## src/rtl/mem_access_ctrl.sv

```systemverilog
// mem_access_ctrl
//   Memory-stage access controller on the output side of the EX/MEM register.
//   It issues read/write requests to a multi-cycle data memory using a
//   Rd/Wr/Stall/Done handshake. While an access is outstanding it holds the
//   pipeline through exmem_wen. It also hands MEM/WB a valid flag and the load
//   data, and it latches the processor halt.
//
//   Optional feature macro: MEM_TIMEOUT_EN. When it is defined, a watchdog
//   counter bounds the time spent in WAIT to TIMEOUT cycles.
//
// Parameters
//   W        data/address width
//   TIMEOUT  WAIT-cycle bound for the watchdog (MEM_TIMEOUT_EN only)
//
// Ports
//   clk, rst                 clock, synchronous active-high reset
//   memen_i, MemRead_i,
//   MemWrite_i               registered EX/MEM memory controls
//   createdump_i, HaltRaw_i  registered EX/MEM dump/halt controls
//   addr_i, wdata_i          access address / store data
//   mem_Rd, mem_Wr           request strobes to data memory
//   mem_Addr, mem_DataIn     request address / data (pass-through)
//   mem_createdump           one-cycle dump pulse
//   mem_DataOut, mem_Done,
//   mem_Stall                memory response / completion / busy
//   exmem_wen                EX/MEM write enable (0 holds EX/MEM)
//   memwb_valid              instruction leaves MEM this cycle
//   readData_o               load data to MEM/WB
//   halt_o                   sticky processor halt
//   err                      sticky error flag
module mem_access_ctrl #(
   parameter int W       = 16,
   parameter int TIMEOUT = 64
) (
   input  logic         clk,
   input  logic         rst,
   input  logic         memen_i,
   input  logic         MemRead_i,
   input  logic         MemWrite_i,
   input  logic         createdump_i,
   input  logic         HaltRaw_i,
   input  logic [W-1:0] addr_i,
   input  logic [W-1:0] wdata_i,
   output logic         mem_Rd,
   output logic         mem_Wr,
   output logic [W-1:0] mem_Addr,
   output logic [W-1:0] mem_DataIn,
   output logic         mem_createdump,
   input  logic [W-1:0] mem_DataOut,
   input  logic         mem_Done,
   input  logic         mem_Stall,
   output logic         exmem_wen,
   output logic         memwb_valid,
   output logic [W-1:0] readData_o,
   output logic         halt_o,
   output logic         err
);

   typedef enum logic [1:0] {
      IDLE   = 2'd0,
      WAIT   = 2'd1,
      HALTED = 2'd2
   } state_t;

   state_t         state;
   state_t         state_nxt;
   logic [W-1:0]   rdata_q;
   logic           err_q;
   logic           halt_q;
   logic           err_set;
   logic           complete;
   logic           wd_expire;

   logic access;
   logic conflict;
   logic unaligned;

   assign access    = memen_i & (MemRead_i | MemWrite_i);
   assign conflict  = memen_i & MemRead_i & MemWrite_i;
   assign unaligned = access & addr_i[0];

   assign mem_Addr   = addr_i;
   assign mem_DataIn = wdata_i;
   // Load data is forwarded in the Done cycle, so MEM/WB captures it at the same edge as rdata_q.
   assign readData_o = mem_Done ? mem_DataOut : rdata_q;
   assign halt_o     = halt_q;
   assign err        = err_q;

`ifdef MEM_TIMEOUT_EN
   localparam int CW = (TIMEOUT > 2) ? $clog2(TIMEOUT) : 1;
   logic [CW-1:0] wait_cnt;

   assign wd_expire = (state == WAIT) && (wait_cnt == CW'(TIMEOUT - 1));

   // Watchdog: held at zero outside WAIT so it starts from zero on every WAIT entry.
   always_ff @(posedge clk) begin
      if (rst) begin
         wait_cnt <= {CW{1'b0}};
      end else if (state != WAIT) begin
         wait_cnt <= {CW{1'b0}};
      end else begin
         wait_cnt <= wait_cnt + CW'(1);
      end
   end
`else
   // Without the watchdog, WAIT is unbounded. TIMEOUT only sets the compile-time constant here.
   assign wd_expire = (TIMEOUT < 0);
`endif

   // Next-state and handshake outputs.
   always_comb begin
      state_nxt      = state;
      mem_Rd         = 1'b0;
      mem_Wr         = 1'b0;
      mem_createdump = 1'b0;
      exmem_wen      = 1'b0;
      memwb_valid    = 1'b0;
      err_set        = 1'b0;
      complete       = 1'b0;
      if (rst) begin
         // While reset is asserted, the pipeline registers still reset normally.
         exmem_wen = 1'b1;
      end else begin
         case (state)
            IDLE: begin
               if (access) begin
                  err_set = unaligned | conflict;
                  if (conflict) begin
                     // A conflicting read+write issues no request and retires like a hit.
                     complete = 1'b1;
                  end else begin
                     mem_Rd = MemRead_i;
                     mem_Wr = MemWrite_i;
                     if (mem_Stall) begin
                        complete = 1'b0;
                     end else if (mem_Done) begin
                        complete = 1'b1;
                     end else begin
                        state_nxt = WAIT;
                     end
                  end
               end else if (HaltRaw_i) begin
                  complete = 1'b1;
               end else begin
                  exmem_wen   = 1'b1;
                  memwb_valid = 1'b1;
               end
            end
            WAIT: begin
               if (mem_Done) begin
                  complete = 1'b1;
               end else if (wd_expire) begin
                  complete = 1'b1;
                  err_set  = 1'b1;
               end else begin
                  complete = 1'b0;
               end
            end
            HALTED: begin
               state_nxt = HALTED;
            end
            default: begin
               state_nxt = IDLE;
            end
         endcase

         // A pending halt takes effect in the cycle the instruction retires, which may be after an access.
         if (complete) begin
            exmem_wen   = 1'b1;
            memwb_valid = 1'b1;
            if (HaltRaw_i) begin
               state_nxt      = HALTED;
               mem_createdump = createdump_i;
            end else begin
               state_nxt = IDLE;
            end
         end else begin
            mem_createdump = 1'b0;
         end
      end
   end

   // State, read-data holding register, and sticky flags.
   always_ff @(posedge clk) begin
      if (rst) begin
         state   <= IDLE;
         rdata_q <= {W{1'b0}};
         err_q   <= 1'b0;
         halt_q  <= 1'b0;
      end else begin
         state <= state_nxt;
         if (mem_Done) begin
            rdata_q <= mem_DataOut;
         end
         err_q  <= err_q | err_set;
         halt_q <= halt_q | (state_nxt == HALTED);
      end
   end

endmodule

```

## config.mk

```make
export PLATFORM = sky130hd
export DESIGN_NAME = mem_access_ctrl
export DESIGN_NICKNAME = d
export VERILOG_FILES = /design/src/rtl/mem_access_ctrl.sv
export SDC_FILE = /design/constraint.sdc
export NUM_CORES = 1
export LEC_CHECK = 0
export CORE_ASPECT_RATIO = 0.7
export CORE_MARGIN = 4
export CORE_UTILIZATION = 30
export DETAILED_ROUTE_END_ITERATION = 8
export PLACE_DENSITY = 0.84
export SLEW_MARGIN = 10
export SYNTH_ARGS = -nofsm -noshare
export SYNTH_HDL_FRONTEND = slang
export SYNTH_SLANG_ARGS = --single-unit
```

## constraint.sdc

```tcl
create_clock -name clk -period 1.28 [get_ports clk]
set_clock_uncertainty 0.05 [all_clocks]
set_input_delay 0.32 -clock clk [delete_from_list [all_inputs] [get_ports clk]]
set_output_delay 0.32 -clock clk [all_outputs]
set_load 0.02 [all_outputs]
```

==> flow_metrics.tcl <==
set metrics [dict create \
    grt_pass1_vias 970 \
    critical-path-top-delay-family "buffers and inverters" \
    arrival_ns 1.18 \
    cts-buffers-inserted 3 \
    crit_required_ns 0.91 \
    drc 0 \
    violations "negative setup slack" \
    dpl.cell_count 194 \
    pwr-share-seq_pct 39.0 \
    cts_tree "built" \
    h-tree-depth 1 \
    num_rows 18 \
    final_cells 201 \
    yosys_warnings 0 \
    cts.path.max_buffers 2 \
    core_mm2 0.003626 \
    met1_usage_pct 14.99 \
    ioPinCount 112 \
    routedWlPerCell_um 14.49 \
    cp-end-kind "primary output" \
    die-area_mm2 0.004969 \
    synth.cell_area_mm2 0.001167 \
    worst-path-buf-inv 3 \
    port_buffers 49 \
    relSlewSlack_pct 84.20 \
    grt_overflow 0 \
    wirelength_mm 2.913 \
    cts.clk_slew.worst_paths_ns 0.07 \
    slowest_stage "dlygate4sd2_1" \
    grt.busiest_layer "met2" \
    met3_usage_pct 6.325 \
    setup_viol 21 \
    start_util_pct 32.19 \
    max_cap_violations 0 \
    syn-num-nets 173 \
    run_status "finished, violations left" \
    postSynthCellCount 116 \
    clock_power_share_pct 27.6 \
    cp-start-kind "input port" \
    synth_area_per_cell_um2 10.06 \
    slew_viol_final 0 \
    worst_pin_slew_ns 0.2370 \
    first_iter_violations 24 \
    grt_max_degree 12 \
    diodes 0 \
    layout_min_cycle_time_ns 1.552 \
    ys_types 24 \
    die_x_um 82.56 \
    peakVddDrop_v 0.0005495 \
    antenna_found_initial 0 \
    switchingPower_w 0.0004648 \
    ant_nets 0 \
    fin_ws_ns -0.2719 \
    root_buffer "clkbuf_8" \
    clkSinkCount 20 \
    swShare_pct 26.78 \
    combinationalPowerShare_pct 33.4 \
    use_met2_pct 19.63 \
    hpwlAfterDp_mm 1.926 \
    clkLatencyLatePin_ns 0.26 \
    syn_to_final_growth_pct 58.52 \
    hold_path.class "flip-flop to flip-flop" \
    cp_cell_sequence "dlygate4sd2_1, inv_2, o21ai_2, a21boi_4, buf_6" \
    hold_viol 0 \
    ys_ff_latch 20 \
    power.internal_w 0.001271 \
    synth_seq_area_share_pct 34.30 \
    place_congestion 0.8382 \
    grt_pass1_wl_mm 4.505 \
    p_leak_nw 0.8444 \
    via_count 891 \
    cp_max_fo 4 \
    drive_gt1_share_pct 54.97 \
    fin_crit_sh_pct 121.2 \
    critPathKind "input port to primary output" \
    nFillCells 330 \
    p_per_area_mw_per_mm2 938.0 \
    vias_per_cell 4.433 \
    place_ws_ns -1.042 \
    first_pass_iters 4 \
    fmax_mhz 644.4 \
    hold_buffers 0 \
    fp.dieH_um 60.19 \
    grt_usage_pct 12.17 \
    slowest_delay_ns 0.30 \
    power_w 0.001736 \
    rsz0062_at_grt "true" \
    final_net_count 209 \
]
[cells by family (layout without fill, tap and decap cells)]
kind of cell	count (synthesis)	after routing	synth area share [%]
xor+xnor	1	1	0.7504
mux	16	16	19.94
flops	20	20	34.30
compound gates	11	11	6.217
fa+ha+maj	1	1	0.8575
simple gates	28	28	14.15
buf+inv	39	74	23.79
[tightest hold or removal path, stage by stage (launching register included)]
cell     delay (ns)
dfxtp_1        0.33
a41oi_1        0.05
nor2_1         0.07
[layout by cell type, fill, tap and decap left out, drive strengths merged, types with 2 or more instances in the layout]
cell,Yosys,layout
clkbuf,2,5
a31oi,3,3
o211ai,2,2
nor3b,2,2
nor2b,16,16
dfxtp,20,20
inv,3,3
buf,34,41
nand2,3,3
a21oi,2,2
nand3,2,2
clkdlybuf4s50,0,2
nor2,2,2
mux2,16,16
dlygate4sd2,0,19
clkdlybuf4s15,0,3
[sequential cells by signal, indices dropped and copies added, names as in the netlist]
register,flops
state,2
halt_o,1
err,1
rdata_q,16
[cell type report]
type / count / area, um2 / share of cell area [%]
Tap cell: 50 / 62.56 / 3.381
Inverter: 3 / 16.27 / 0.8790
Timing Repair Buffer: 67 / 718.2 / 38.81
Multi-Input combinational cell: 57 / 595.6 / 32.18
Clock buffer: 4 / 55.05 / 2.975
Sequential cell: 20 / 402.9 / 21.77
[synthesized netlist by cell type]
cell type  instances  share of area, %
o21ai_0            1              0.43
a21oi_1            2              0.86
mux2_4            14                18
nand3_1            2              0.86
clkbuf_1           2              0.64
dfxtp_1           20                34
o31ai_1            1              0.64
buf_4             33                21
nor2_1             2              0.64
nand2_1            3              0.96
nand4_1            1              0.54
inv_1              3              0.96
mux2_2             2               1.9
buf_6              1              0.96
a21boi_0           1              0.64
maj3_1             1              0.86
a41oi_1            1              0.75
nand2b_1           1              0.54
xnor2_1            1              0.75
nor3b_1            2               1.3
nor2b_1           16               8.6
and3b_1            1              0.75
a31oi_1            3               1.6
o211ai_1           2               1.3
[what timing repair did]
action	in CTS	in global routing
gates cloned	2	0
endpoints found under the hold margin	0	0
setup buffers	1	0
endpoints found under the setup margin	44	22
pin swaps	7	5
gates resized for setup	189	12
[power by group through the flow]
stage | clock, W | sequential (W) | combinational (W)
6_report | 0.000478 | 0.000677 | 0.000580
5_1_grt | 0.000537 | 0.000682 | 0.000617
4_1_cts | 0.000504 | 0.000677 | 0.000565
3_5_place_dp | 0 | 0.000688 | 0.000508
3_3_place_gp | 0 | 0.000688 | 0.000502
2_1_floorplan | 0 | 0.000693 | 0.000387
[per-layer routing]
metal  vias up  share of wire (%)
met5         -                  0
met1       426                 44
met4         0               0.38
met3         4                7.7
met2        38                 48
li1        423                  -
[metrics by stage]
step	cell area, um2	setup TNS [ns]	util (%)	hold WS (ns)
floorplan	1212	0	-	0.4443
global placement	1624	-28.11	44.79	0.4170
detailed placement	1624	-29.17	44.79	0.4218
CTS	1821	-2.955	50.21	0.4447
global route	1851	-3.383	51.04	0.4929
finish	1851	-2.860	51.04	0.4306
[path summary, 6_finish.rpt]
| check | startpoint | to | slack (ns) | cells past startpoint |
|---|---|---|---|---|
| worst max-delay path | memen_i | memwb_valid | -0.27 | 5 |
| worst min-delay path | err$_SDFF_PP0_ | err$_SDFF_PP0_ | 0.43 | 2 |
| worst max register to register | state[1]$_SDFF_PP0_ | err$_SDFF_PP0_ | 0.29 | 5 |
| worst min register to register | err$_SDFF_PP0_ | err$_SDFF_PP0_ | 0.43 | 2 |
Power figures use the tool's default switching activity.
